<file path="src/rtl/riscv_enc_pkg.sv">
// Shared types, opcode constants and field-packing helpers for the RV32I
// instruction encoder. The optional immediate range checking is enabled by
// the RISCV_ENC_CHECK_EN macro in riscv_insn_encode.
package riscv_enc_pkg;

    typedef enum logic [2:0] {
        FMT_R = 3'd0,
        FMT_I = 3'd1,
        FMT_S = 3'd2,
        FMT_B = 3'd3,
        FMT_U = 3'd4,
        FMT_J = 3'd5
    } fmt_e;

    localparam logic [6:0] OPC_LOAD   = 7'h03;
    localparam logic [6:0] OPC_IMM    = 7'h13;
    localparam logic [6:0] OPC_AUIPC  = 7'h17;
    localparam logic [6:0] OPC_STORE  = 7'h23;
    localparam logic [6:0] OPC_REG    = 7'h33;
    localparam logic [6:0] OPC_LUI    = 7'h37;
    localparam logic [6:0] OPC_BRANCH = 7'h63;
    localparam logic [6:0] OPC_JALR   = 7'h67;
    localparam logic [6:0] OPC_JAL    = 7'h6F;

    localparam int unsigned INSN_W  = 32;
    localparam int unsigned ENTRY_W = INSN_W + 1;  // {err, insn}

    // Packs the fields into an RV32I word; undefined formats give all zeros.
    function automatic logic [INSN_W-1:0] encode_fields(
        input logic [2:0]  fmt,
        input logic [6:0]  op,
        input logic [4:0]  rd,
        input logic [4:0]  rs1,
        input logic [4:0]  rs2,
        input logic [2:0]  f3,
        input logic [6:0]  f7,
        input logic [31:0] imm
    );
        logic [INSN_W-1:0] w;
        w = '0;
        case (fmt_e'(fmt))
            FMT_R:   w = {f7, rs2, rs1, f3, rd, op};
            FMT_I:   w = {imm[11:0], rs1, f3, rd, op};
            FMT_S:   w = {imm[11:5], rs2, rs1, f3, imm[4:0], op};
            FMT_B:   w = {imm[12], imm[10:5], rs2, rs1, f3, imm[4:1], imm[11], op};
            FMT_U:   w = {imm[31:12], rd, op};
            FMT_J:   w = {imm[20], imm[10:1], imm[11], imm[19:12], rd, op};
            default: w = '0;
        endcase
        return w;
    endfunction

    // True when the immediate cannot be represented exactly by the format,
    // or the format code is undefined. Range tests reduce to "all bits above
    // the field's sign bit equal the sign bit".
    function automatic logic imm_illegal(
        input logic [2:0]  fmt,
        input logic [31:0] imm
    );
        logic bad;
        bad = 1'b0;
        case (fmt_e'(fmt))
            FMT_R:          bad = 1'b0;
            FMT_I, FMT_S:   bad = (imm[31:11] != {21{imm[11]}});
            FMT_B:          bad = (imm[31:12] != {20{imm[12]}}) || imm[0];
            FMT_U:          bad = (imm[11:0] != 12'h000);
            FMT_J:          bad = (imm[31:20] != {12{imm[20]}}) || imm[0];
            default:        bad = 1'b1;
        endcase
        return bad;
    endfunction

endpackage

</file>
<file path="src/rtl/riscv_enc_fifo.sv">
// Output FIFO for the encoder: DEPTH entries (power of two), registered
// write-ready, head data forced to zero while empty.
module riscv_enc_fifo
    import riscv_enc_pkg::*;
#(
    parameter int unsigned DEPTH = 2,
    parameter int unsigned WIDTH = ENTRY_W
) (
    input  logic             clk,
    input  logic             rst_n,
    input  logic             wr_valid,
    output logic             wr_ready,
    input  logic [WIDTH-1:0] wr_data,
    output logic             rd_valid,
    input  logic             rd_ready,
    output logic [WIDTH-1:0] rd_data
);

    localparam int unsigned PW = (DEPTH > 1) ? $clog2(DEPTH) : 1;
    localparam int unsigned CW = $clog2(DEPTH + 1);

    logic [WIDTH-1:0] mem [DEPTH];
    logic [PW-1:0]    wptr;
    logic [PW-1:0]    rptr;
    logic [CW-1:0]    count;
    logic [CW-1:0]    next_count;
    logic             rdy;
    logic             do_push;
    logic             do_pop;

    assign do_push  = wr_valid && rdy;
    assign do_pop   = (count != '0) && rd_ready;
    assign wr_ready = rdy;
    assign rd_valid = (count != '0);
    assign rd_data  = rd_valid ? mem[rptr] : '0;

    // Occupancy after this cycle's push/pop
    always_comb begin
        next_count = count;
        if (do_push && !do_pop) begin
            next_count = count + CW'(1);
        end else if (do_pop && !do_push) begin
            next_count = count - CW'(1);
        end
    end

    // Pointers, count and the registered ready flag; ready is held low
    // during reset and rises on the first edge with rst_n high.
    always_ff @(posedge clk) begin
        if (!rst_n) begin
            wptr  <= '0;
            rptr  <= '0;
            count <= '0;
            rdy   <= 1'b0;
        end else begin
            if (do_push) begin
                wptr <= wptr + PW'(1);
            end
            if (do_pop) begin
                rptr <= rptr + PW'(1);
            end
            count <= next_count;
            rdy   <= (next_count < CW'(DEPTH));
        end
    end

    // Storage write; contents need no reset since the head is masked when empty
    always_ff @(posedge clk) begin
        if (do_push) begin
            mem[wptr] <= wr_data;
        end
    end

endmodule

</file>
<file path="src/rtl/riscv_insn_encode.sv">
// RV32I field-set to instruction-word encoder with a DEPTH-entry output FIFO.
// Optional macro RISCV_ENC_CHECK_EN flags unrepresentable immediates and
// undefined formats on out_err; without it out_err stays 0 and excess
// immediate bits are dropped.
module riscv_insn_encode
    import riscv_enc_pkg::*;
#(
    parameter int unsigned DEPTH = 2
) (
    input  logic        clk,
    input  logic        rst_n,
    input  logic        in_valid,
    output logic        in_ready,
    input  logic [2:0]  in_fmt,
    input  logic [6:0]  in_opcode,
    input  logic [4:0]  in_rd,
    input  logic [4:0]  in_rs1,
    input  logic [4:0]  in_rs2,
    input  logic [2:0]  in_funct3,
    input  logic [6:0]  in_funct7,
    input  logic [31:0] in_imm,
    output logic        out_valid,
    input  logic        out_ready,
    output logic [31:0] out_insn,
    output logic        out_err
);

    logic [INSN_W-1:0]  enc_insn;
    logic               enc_err;
    logic [ENTRY_W-1:0] head;

    // Combinational encode of the offered field set
    always_comb begin
        enc_insn = encode_fields(in_fmt, in_opcode, in_rd, in_rs1, in_rs2,
                                 in_funct3, in_funct7, in_imm);
        enc_err  = 1'b0;
`ifdef RISCV_ENC_CHECK_EN
        enc_err  = imm_illegal(in_fmt, in_imm);
`else
        enc_err  = 1'b0;
`endif
    end

    riscv_enc_fifo #(
        .DEPTH (DEPTH),
        .WIDTH (ENTRY_W)
    ) u_fifo (
        .clk      (clk),
        .rst_n    (rst_n),
        .wr_valid (in_valid),
        .wr_ready (in_ready),
        .wr_data  ({enc_err, enc_insn}),
        .rd_valid (out_valid),
        .rd_ready (out_ready),
        .rd_data  (head)
    );

    assign out_err  = head[ENTRY_W-1];
    assign out_insn = head[INSN_W-1:0];

endmodule
</file>
<file path="config.mk">
export PLATFORM = sky130hd
export DESIGN_NAME = riscv_insn_encode
export DESIGN_NICKNAME = d
export VERILOG_FILES = /design/src/rtl/riscv_enc_pkg.sv /design/src/rtl/riscv_enc_fifo.sv /design/src/rtl/riscv_insn_encode.sv
export SDC_FILE = /design/constraint.sdc
export NUM_CORES = 1
export LEC_CHECK = 0
export CORE_MARGIN = 4
export CORE_UTILIZATION = 46
export DETAILED_ROUTE_END_ITERATION = 8
export GPL_TIMING_DRIVEN = 0
export PLACE_DENSITY = 0.87
export REMOVE_ABC_BUFFERS = 1
export SLEW_MARGIN = 5
export SYNTH_ARGS = -nofsm -noshare
export SYNTH_HDL_FRONTEND = slang
export SYNTH_SLANG_ARGS = --single-unit
</file>
<file path="constraint.sdc">
create_clock -name clk -period 2.6 [get_ports clk]
set_input_delay 0.39 -clock clk [delete_from_list [all_inputs] [get_ports clk]]
set_output_delay 0.39 -clock clk [all_outputs]
set_load 0.1 [all_outputs]
</file>
==> results of run 1 <==
-- sequential cells by signal, indices dropped and copies added (netlist names), named ones only --
name             count
u_fifo.mem          64
u_fifo.count         2
u_fifo.rptr          1
u_fifo.wptr          1
u_fifo.wr_ready      1
-- worst max-delay path by stage --
stage,from,endpoint,cells after the start
floorplan,register,out_insn[0],2
global placement,register,out_insn[16],3
detailed placement,u_fifo.count[0],out_insn[15],4
CTS,u_fifo.count[0],out_valid,4
global route,register,out_insn[16],4
finish,register,out_insn[31],4
-- worst min-delay path, cell delays in order, from the launching register on --
cell     delay [ns]
dfxtp_1        0.32
nand2_1        0.05
a21oi_1        0.05
-- power breakdown --
group / switching, W / internal, W
Sequential: 0.0000288 / 0.00131
Clock: 0.000390 / 0.000630
Combinational: 0.000508 / 0.000257
Total: 0.000927 / 0.00219
-- per-layer routing --
metal	track usage [%]	vias up	routed length, um
met2	32.81	83	3881
met1	19.54	1134	2848
met5	0	-	0
met4	7.082	0	92
li1	-	1147	-
met3	4.874	7	500
-- kinds of logic (layout without fill, tap and decap cells) --
| group | Yosys count | after routing | share of synthesized area [%] |
|---|---|---|---|
| mux | 42 | 42 | 12.75 |
| buf+inv | 32 | 136 | 5.219 |
| flops | 70 | 70 | 61.72 |
| fa+ha+maj | 3 | 3 | 1.135 |
| simple gates | 71 | 71 | 9.418 |
| compound gates | 43 | 43 | 9.115 |
| xor+xnor | 2 | 2 | 0.5296 |
| other cells | 1 | 1 | 0.1134 |
-- placed cells by master, fill, tap and decap left out, types with 3 or more instances in the layout --
cell and instances:
nor2_1 38, mux2i_1 41, inv_1 13, and2_1 8
o21ai_1 5, bufinv_16 3, a21oi_1 4, a22oi_1 4
o2bb2ai_1 4, clkdlybuf4s50_1 71, nand2_1 16, a22o_1 12
clkbuf_8 9, edfxtp_1 64, dfxtp_1 5, o21ai_0 9
clkdlybuf4s15_2 32
-- through the flow --
step	util (%)	instances
final	67.92	464
after floorplan	-	246
after global routing	67.92	464
after global placement	63.01	446
after CTS	67.97	464
after detailed placement	63.95	448
-- final cells by class --
cell class	count	area [sq um]
Clock buffer	9	123.9
Clock inverter	7	112.6
Fill cell	522	2216
Inverter	14	55.05
Multi-Input combinational cell	162	1105
Sequential cell	70	2043
Tap cell	96	120.1
Timing Repair Buffer	106	1131
-- repair_timing --
item,CTS,global route
hold endpoints to repair,0,0
gates resized for setup,98,2
pin swaps,0,0
endpoints found under the setup margin,36,1
hold buffers,0,0
==> metrics.cfg, run 1 <==
[worst_hold_path]
hold_path_end = u_fifo.count[0]
min_from = u_fifo.count[0]
min-delay-path-class = register to register
min_path_cells = 2

[pwr]
ir_worst_vdd_uv = 376.7
p_per_area_nw_per_um2 = 665.2
cellLeakagePower_nw = 1.637
fin_total_pwr_w = 0.003120

[drt]
dr.pass1.iters = 4
wl_per_cell_um = 15.78
vias_per_cell = 5.110
remaining_drc_errors = 0
vias = 2371
routed_wirelength_um = 7322
drt_iter0_markers = 35
ant_nets = 0

[clock_network]
clock_latency_ns = 0.33
cts_made_buffers = 9
cts-root-buf = clkbuf_8
cts_setup_buffers = 0
htreeDepth = 3
clk_pin_slew_worst_paths_ns = 0.08
cts.sinks = 70
cts_max_path_buffers = 2
cts_tree = done

[global_route]
grt_max_degree = 35
antenna_found_initial = 0
first_global_vias = 2476
overflow = 0
grt_pass1_wl_um = 11810
grt_usage_pct = 17.95

[critical_path]
cp_max_fo = 17
worstReg2RegEnd = u_fifo.wr_ready
worstPathArrival_ns = 2.06
cp-end-kind = output pin
crit_type = register to output pin
cp_cell_sequence = buf_16, mux2i_1, nor2_1, clkdlybuf4s15_2
crit_buf_inv = 2
r2r_slack_ns = 0.40
startpoint_type = register
rr_startpoint = u_fifo.count[0]
reg2regPathDepth = 7
slowest_delay_ns = 0.68
crit_required_ns = 2.21
crit_slowest_cell = dfxtp_2
cpLargestDelayFamily = buffers and inverters

[floorplan]
die_x_um = 92.81
core_area_sq_um = 6907
start_util_pct = 47.90
die-height_um = 92.81
io_pins = 106
die_area_sq_um = 8613
num_rows = 30

[layout]
fin_nets = 437
syn_to_final_growth_pct = 41.79
final_layout_size_suffix_gt1_share_pct = 15.49
stdcell_area_sq_um = 4691
diodes = 0

[sta]
setup_ws_ns = 0.1537
finalCritPeriodShare_pct = 94.09
hold_viol_final = 0
setup_viol = 0
drv_slew = 0
slew_headroom_pct = 27.51
worst_pin_slew_ns = 1.084
holdWs_ns = 0.4766
rsz0062_at_grt = no
fmax_mhz = 408.8
fin_setup_tns_ns = 0
clock_skew_ns = 0.008113
period_minus_slack_ns = 2.446

[synthesis]
postSynthCellCount = 264
yosys.area.top_type = edfxtp_1
synth_ff_type = edfxtp_1
async_flop_share_pct = 0
syn_avg_cell_area_sq_um = 12.53
ys_seq_area_share_pct = 61.72
yosysUniqueCellTypes = 36
netlist_area_sq_um = 3308
yosys-top-cells-count = edfxtp_1 (64), mux2i_1 (41), nor2_1 (39)
synth_area_leaders = edfxtp_1 (58%), mux2i_1 (12%), nor2_1 (4.4%)
ys_seq_elements = 70
yosys.area.top_type_share_pct = 58.09
synth_most_common_cell = edfxtp_1
synth_edf_count = 64
yosys_warnings = 0

[placement]
placed_cell_area_sq_um = 4417
hpwl_um = 5308
place_ws_ns = -0.3970
io_buffers = 104
place.gp.congestion = 0.6971

[job]
max-cap-violations = 0

[status]
outcome = finished clean

(Power assumes the default switching activity.)
==> inputs of run 2 (changes only) <==
--- a/config.mk
+++ b/config.mk
@@ -9,6 +9,7 @@
 export CORE_UTILIZATION = 46
 export DETAILED_ROUTE_END_ITERATION = 8
 export GPL_TIMING_DRIVEN = 0
+export MAX_ROUTING_LAYER = met4
 export PLACE_DENSITY = 0.87
 export REMOVE_ABC_BUFFERS = 1
 export SLEW_MARGIN = 5
==> run 2 against run 1 <==
Effect of this change: cell count unchanged; non-clock buffer count unchanged; via count down 0.17%; power about the same; first-iteration DRC count down 8.6%; highest routed layer unchanged.
==> metrics.cfg, run 2 (synthesized netlist as in run 1, its figures left out) <==
[global_route]
antenna_found_initial = 0  ; unchanged
first_global_vias = 2483  ; +0.28%
grt_usage_pct = 18.46  ; +0.52 points
grt_pass1_wl_um = 11800  ; about the same
overflow = 0  ; unchanged
grt_max_degree = 35  ; unchanged

[floorplan]
core_area_sq_um = 6907  ; unchanged
io_pins = 106  ; unchanged
start_util_pct = 47.90  ; unchanged
die_area_sq_um = 8613  ; unchanged
die-height_um = 92.81  ; unchanged
num_rows = 30  ; unchanged
die_x_um = 92.81  ; unchanged

[placement]
hpwl_um = 5308  ; unchanged
io_buffers = 104  ; unchanged
place.gp.congestion = 0.7047  ; +1.1%
place_ws_ns = -0.3970  ; unchanged
place_inst = 448  ; unchanged

[worst_hold_path]
min-delay-path-class = register to register

[pwr]
pwr-share-seq_pct = 42.7  ; about the same
power.switching_w = 0.0009296  ; +0.28%
p_sw_share_pct = 29.77  ; +0.058 points
power.share.clock_pct = 32.8  ; about the same
ir_worst_vdd_uv = 374.6  ; -0.54%
cellLeakagePower_nw = 1.637  ; unchanged
p_per_area_nw_per_um2 = 665.7  ; about the same
p_int_w = 0.002193  ; about the same
comb_power_share_pct = 24.5  ; about the same

[critical_path]
crit_slowest_cell = dfxtp_2
crit_buf_inv = 2  ; unchanged
slowest_delay_ns = 0.68  ; about the same
cpLargestDelayFamily = buffers and inverters
cp_max_fo = 17  ; unchanged
cp-end-kind = output pin
crit_required_ns = 2.21  ; about the same
crit_type = register to output pin
startpoint_type = register
worstPathArrival_ns = 2.06  ; about the same
cp_cell_sequence = buf_16, mux2i_1, nor2_1, clkdlybuf4s15_2

[drt]
remaining_drc_errors = 0  ; unchanged
routed_wirelength_um = 7330  ; +0.11%
wl_per_cell_um = 15.80  ; +0.11%
drt_iter0_markers = 32  ; -8.6%
ant_nets = 0  ; unchanged
vias_per_cell = 5.101  ; -0.17%
dr.pass1.iters = 4  ; unchanged
vias = 2367  ; -0.17%

[clock_network]
cts_setup_buffers = 0  ; unchanged
cts.sinks = 70  ; unchanged
cts_tree = done
hold_buffers = 0  ; unchanged
cts_max_path_buffers = 2  ; unchanged
clk_pin_slew_worst_paths_ns = 0.08  ; about the same
htreeDepth = 3  ; unchanged
cts_resized = 98  ; unchanged
cts-root-buf = clkbuf_8
clock_latency_ns = 0.33  ; about the same
cts_made_buffers = 9  ; unchanged

[layout]
diodes = 0  ; unchanged
final_cell_mix = clkdlybuf4s50_1 (71), edfxtp_1 (64), mux2i_1 (41)
top_register = u_fifo.mem
final_layout_size_suffix_gt1_share_pct = 15.49  ; unchanged
reg.largest.list = u_fifo.mem (64), u_fifo.count (2)
multi_input_area_sq_um = 1105  ; unchanged
regArea_sq_um = 2043  ; unchanged
fin_nets = 437  ; unchanged
final_common_cell = clkdlybuf4s50_1
largest_reg_flops = 64  ; unchanged
final_cells = 464  ; unchanged
nFillCells = 522  ; unchanged
syn_to_final_growth_pct = 41.79  ; unchanged

[sta]
period_minus_slack_ns = 2.450  ; +0.003686 ns
slew_headroom_pct = 27.83  ; +0.32 points
worst_pin_slew_ns = 1.079  ; -0.004765 ns
fmax_mhz = 408.2  ; -0.15%
finalCritPeriodShare_pct = 94.23  ; +0.14 points
clock_skew_ns = 0.008630  ; +0.0005170 ns
drv_slew = 0  ; unchanged
setup_viol = 0  ; unchanged
hold_viol_final = 0  ; unchanged
rsz0062_at_grt = no
setup_ws_ns = 0.1500  ; -0.003686 ns
holdWs_ns = 0.4760  ; -0.0006290 ns

[job]
max-cap-violations = 0  ; unchanged

[status]
outcome = finished clean

-- run 2: cell counts in the layout (fill, tap and decap cells not counted) --
No cell type changed its count.
-- run 2: path summary, 6_finish.rpt --
check                       start         endpoint  slack [ns]  depth (start not counted)
hold reg to reg   u_fifo.count[0]  u_fifo.count[0]        0.48                          2
hold / removal    u_fifo.count[0]  u_fifo.count[0]        0.48                          2
setup / recovery         register     out_insn[31]        0.15                          4
setup reg to reg  u_fifo.count[0]  u_fifo.wr_ready        0.41                          7
-- run 2: metrics by stage --
stage	util (%)	area [sq um]	setup TNS [ns]	power, W
global route	67.92	4691	0	0.003247
finish	67.92	4691	0	0.003123
global placement	63.01	4352	-58.09	0.002106
floorplan	-	3191	-31.37	0.001858
CTS	67.97	4695	0	0.003148
detailed placement	63.95	4417	-14.15	0.002142
-- run 2: worst min-delay path, delay by kind of cell (launching register included) --
kind,cells,cell delay [ns]
flip-flops,1,0.32
AND/OR/NAND/NOR,1,0.05
AO/OA/AOI/OAI,1,0.05
-- run 2: power by group through the flow --
stage / Combinational, W / Clock [W] / Sequential [W]
after global routing: 0.000810 / 0.00110 / 0.00134
final: 0.000765 / 0.00102 / 0.00133
after global placement: 0.000740 / 0 / 0.00137
after detailed placement: 0.000782 / 0 / 0.00136
after CTS: 0.000773 / 0.00104 / 0.00134
after floorplan: 0.000485 / 0 / 0.00137
-- run 2: per-layer routing --
layer  vias to the layer above  GRT usage, %  share of wire (%)
met5                         -             -                  0
met4                         0         7.814                1.2
met3                        10         3.656                6.3
met2                        88         32.75                 53
met1                      1120         20.13                 39
li1                       1149             -                  -
-- run 2: final cells by class --
cell class | instances | area share [%]
clock buffer | 9 | 2.641
inverter | 14 | 1.174
tap | 96 | 2.561
sequential | 70 | 43.56
timing repair buffer | 106 | 24.11
multi-input combinational | 162 | 23.55
clock inverter | 7 | 2.401
==> inputs of run 3 (changes only) <==
--- a/config.mk
+++ b/config.mk
@@ -5,7 +5,7 @@
 export SDC_FILE = /design/constraint.sdc
 export NUM_CORES = 1
 export LEC_CHECK = 0
-export CORE_MARGIN = 4
+export CORE_MARGIN = 2
 export CORE_UTILIZATION = 46
 export DETAILED_ROUTE_END_ITERATION = 8
 export GPL_TIMING_DRIVEN = 0
==> run 3 against run 2 <==
Effect of this change: clock-buffer cell count is the same; clock power fell by 32%; critical path depth down 1; sequential power hardly changed; combinational power decreased by 2%; worst setup slack got worse by 0.091 ns; sequential share of layout area grew 1.5 points; cell area shrank 3.4%; cell count down 0.43%; wire length down 5.8%; clock skew down 0.0051 ns; critical path type is now input port to register; critical endpoint is now u_fifo.mem[1][30]; highest routed layer unchanged.
==> metrics.cfg, run 3 (synthesized netlist as in run 1, its figures left out) <==
[status]
outcome = finished clean

[critical_path]
crit_type = input port to register
slowest_delay_ns = 1.04  ; +0.36 ns
cp_max_fo = 25  ; +8
reg2regPathDepth = 8  ; +1
cp_cell_sequence = clkdlybuf4s50_1, nor2_1, a22o_1
worstReg2RegEnd = u_fifo.wr_ready
crit_required_ns = 2.79  ; +0.58 ns
rr_startpoint = u_fifo.count[0]
crit_slowest_cell = clkdlybuf4s50_1
crit_end = u_fifo.mem[1][30]
startpoint_type = input port
r2r_slack_ns = 0.43  ; +0.02 ns
cp-end-kind = register
worstPathArrival_ns = 2.73  ; +0.67 ns
crit_start = in_fmt[2]

[placement]
hpwl_um = 4845  ; -8.7%
place_ws_ns = -0.3480  ; +0.04901 ns
place.gp.congestion = 0.6829  ; -3.1%
io_buffers = 104  ; unchanged
place_inst = 447  ; -0.22%

[pwr]
fin_total_pwr_w = 0.002776  ; -11%
p_per_area_nw_per_um2 = 612.7  ; -8.0%
ir_worst_vdd_uv = 290.1  ; -23%
cellLeakagePower_nw = 1.601  ; -2.2%

[sta]
worst_pin_slew_ns = 1.199  ; +0.1194 ns
setup_viol = 0  ; unchanged
rsz0062_at_grt = no
setup_ws_ns = 0.05875  ; -0.09123 ns
fin_setup_tns_ns = 0  ; unchanged
finalCritPeriodShare_pct = 97.74  ; +3.5 points
hold_viol_final = 0  ; unchanged
period_minus_slack_ns = 2.541  ; +0.09123 ns
slew_headroom_pct = 19.84  ; -8.0 points
fmax_mhz = 393.5  ; -3.6%
drv_slew = 0  ; unchanged
clock_skew_ns = 0.003519  ; -0.005111 ns

[layout]
final_layout_size_suffix_gt1_share_pct = 15.03  ; -0.46 points
fin_nets = 436  ; -0.23%
largest_reg_flops = 64  ; unchanged
syn_to_final_growth_pct = 36.95
reg.largest.list = u_fifo.mem (64), u_fifo.count (2)
finish.utilization_pct = 65.96  ; -2.0 points
final_common_cell = clkdlybuf4s50_1
final_cells = 462  ; -0.43%
nFillCells = 530  ; +1.5%
diodes = 0  ; unchanged
final_cell_mix = clkdlybuf4s50_1 (71), edfxtp_1 (64), mux2i_1 (41)
top_register = u_fifo.mem

[drt]
ant_nets = 0  ; unchanged
dr.pass1.iters = 4  ; unchanged
vias_per_cell = 5.087  ; -0.29%
vias = 2350  ; -0.72%
routed_wirelength_um = 6905  ; -5.8%
remaining_drc_errors = 0  ; unchanged
wl_per_cell_um = 14.95  ; -5.4%
drt_iter0_markers = 66  ; +110%

[clock_network]
clk_pin_slew_worst_paths_ns = 0.07  ; about the same
cts_max_path_buffers = 2  ; unchanged
cts_resized = 82  ; -16%
hold_buffers = 0  ; unchanged
cts_made_buffers = 9  ; unchanged
cts-root-buf = clkbuf_8
cts.sinks = 70  ; unchanged
htreeDepth = 3  ; unchanged
cts_tree = done
cts_setup_buffers = 0  ; unchanged
clock_latency_ns = 0.33  ; about the same

[global_route]
grt_max_degree = 35  ; unchanged
antenna_found_initial = 0  ; unchanged
grt_pass1_wl_um = 10470  ; -11%
first_global_vias = 2327  ; -6.3%
overflow = 0  ; unchanged
grt_usage_pct = 18.70  ; +0.24 points

[job]
max-cap-violations = 0  ; unchanged

[floorplan]
io_pins = 106  ; unchanged
die-height_um = 88.81  ; -4.3%
start_util_pct = 48.16  ; +0.26 points
core_area_sq_um = 6869  ; -0.54%
num_rows = 30  ; unchanged
die_x_um = 88.81  ; -4.3%
die_area_sq_um = 7886  ; -8.4%

[worst_hold_path]
min-delay-path-class = register to register

## run 3: cell types whose count changed in the layout (fill, tap and decap cells not counted)
cell / delta
clkdlybuf4s15_2: -8
clkbuf_2: +8
clkinv_2: +3
clkinvlp_4: -1
bufinv_16: -3
buf_16: -1
## run 3: layout make-up
type	count	area, sq um	area share (%)
multi-input combinational	162	1105	24.39
clock inverter	6	30.03	0.6628
tap	96	120.1	2.651
timing repair buffer	105	1054	23.25
sequential	70	2043	45.10
clock buffer	9	123.9	2.734
inverter	14	55.05	1.215
## run 3: worst max-delay path, delay by kind of cell
kind / cells / cell delay [ns]
and+or+nand+nor: 1 / 1.00
buffers and inverters: 1 / 1.04
AOI/OAI and AO/OA: 1 / 0.29
## run 3: how the worst min path moves through the flow
stage / startpoint / depth (start not counted) / endpoint / slack [ns]
floorplan: u_fifo.count[0] / 2 / u_fifo.count[0] / 0.44
global route: u_fifo.count[0] / 2 / u_fifo.count[0] / 0.51
CTS: u_fifo.count[0] / 2 / u_fifo.count[0] / 0.49
finish: u_fifo.count[0] / 2 / u_fifo.count[0] / 0.49
detailed placement: u_fifo.count[0] / 2 / u_fifo.count[0] / 0.48
global placement: u_fifo.count[0] / 2 / u_fifo.count[0] / 0.45
## run 3: metrics by stage
step                area (sq um)  hold slack (ns)
global route                4531           0.5128
finish                      4531           0.4885
global placement            4352           0.4535
CTS                         4564           0.4894
detailed placement          4389           0.4801
floorplan                   3191           0.4450
## run 3: report_power, final
| group | internal (W) | switching [W] | leakage [nW] |
|---|---|---|---|
| clock network | 0.000328 | 0.000366 | 0.0797 |
| registers | 0.00131 | 0.0000281 | 0.644 |
| logic | 0.000243 | 0.000504 | 0.877 |
| total | 0.00188 | 0.000898 | 1.60 |
## run 3: per-layer routing
layer | up-vias | share of wire [%] | track usage [%]
li1 | 1146 | - | -
met1 | 1117 | 41 | 20.10
met2 | 78 | 52 | 32.84
met3 | 9 | 5.7 | 4.198
met4 | 0 | 1.3 | 8.264
met5 | - | 0 | -
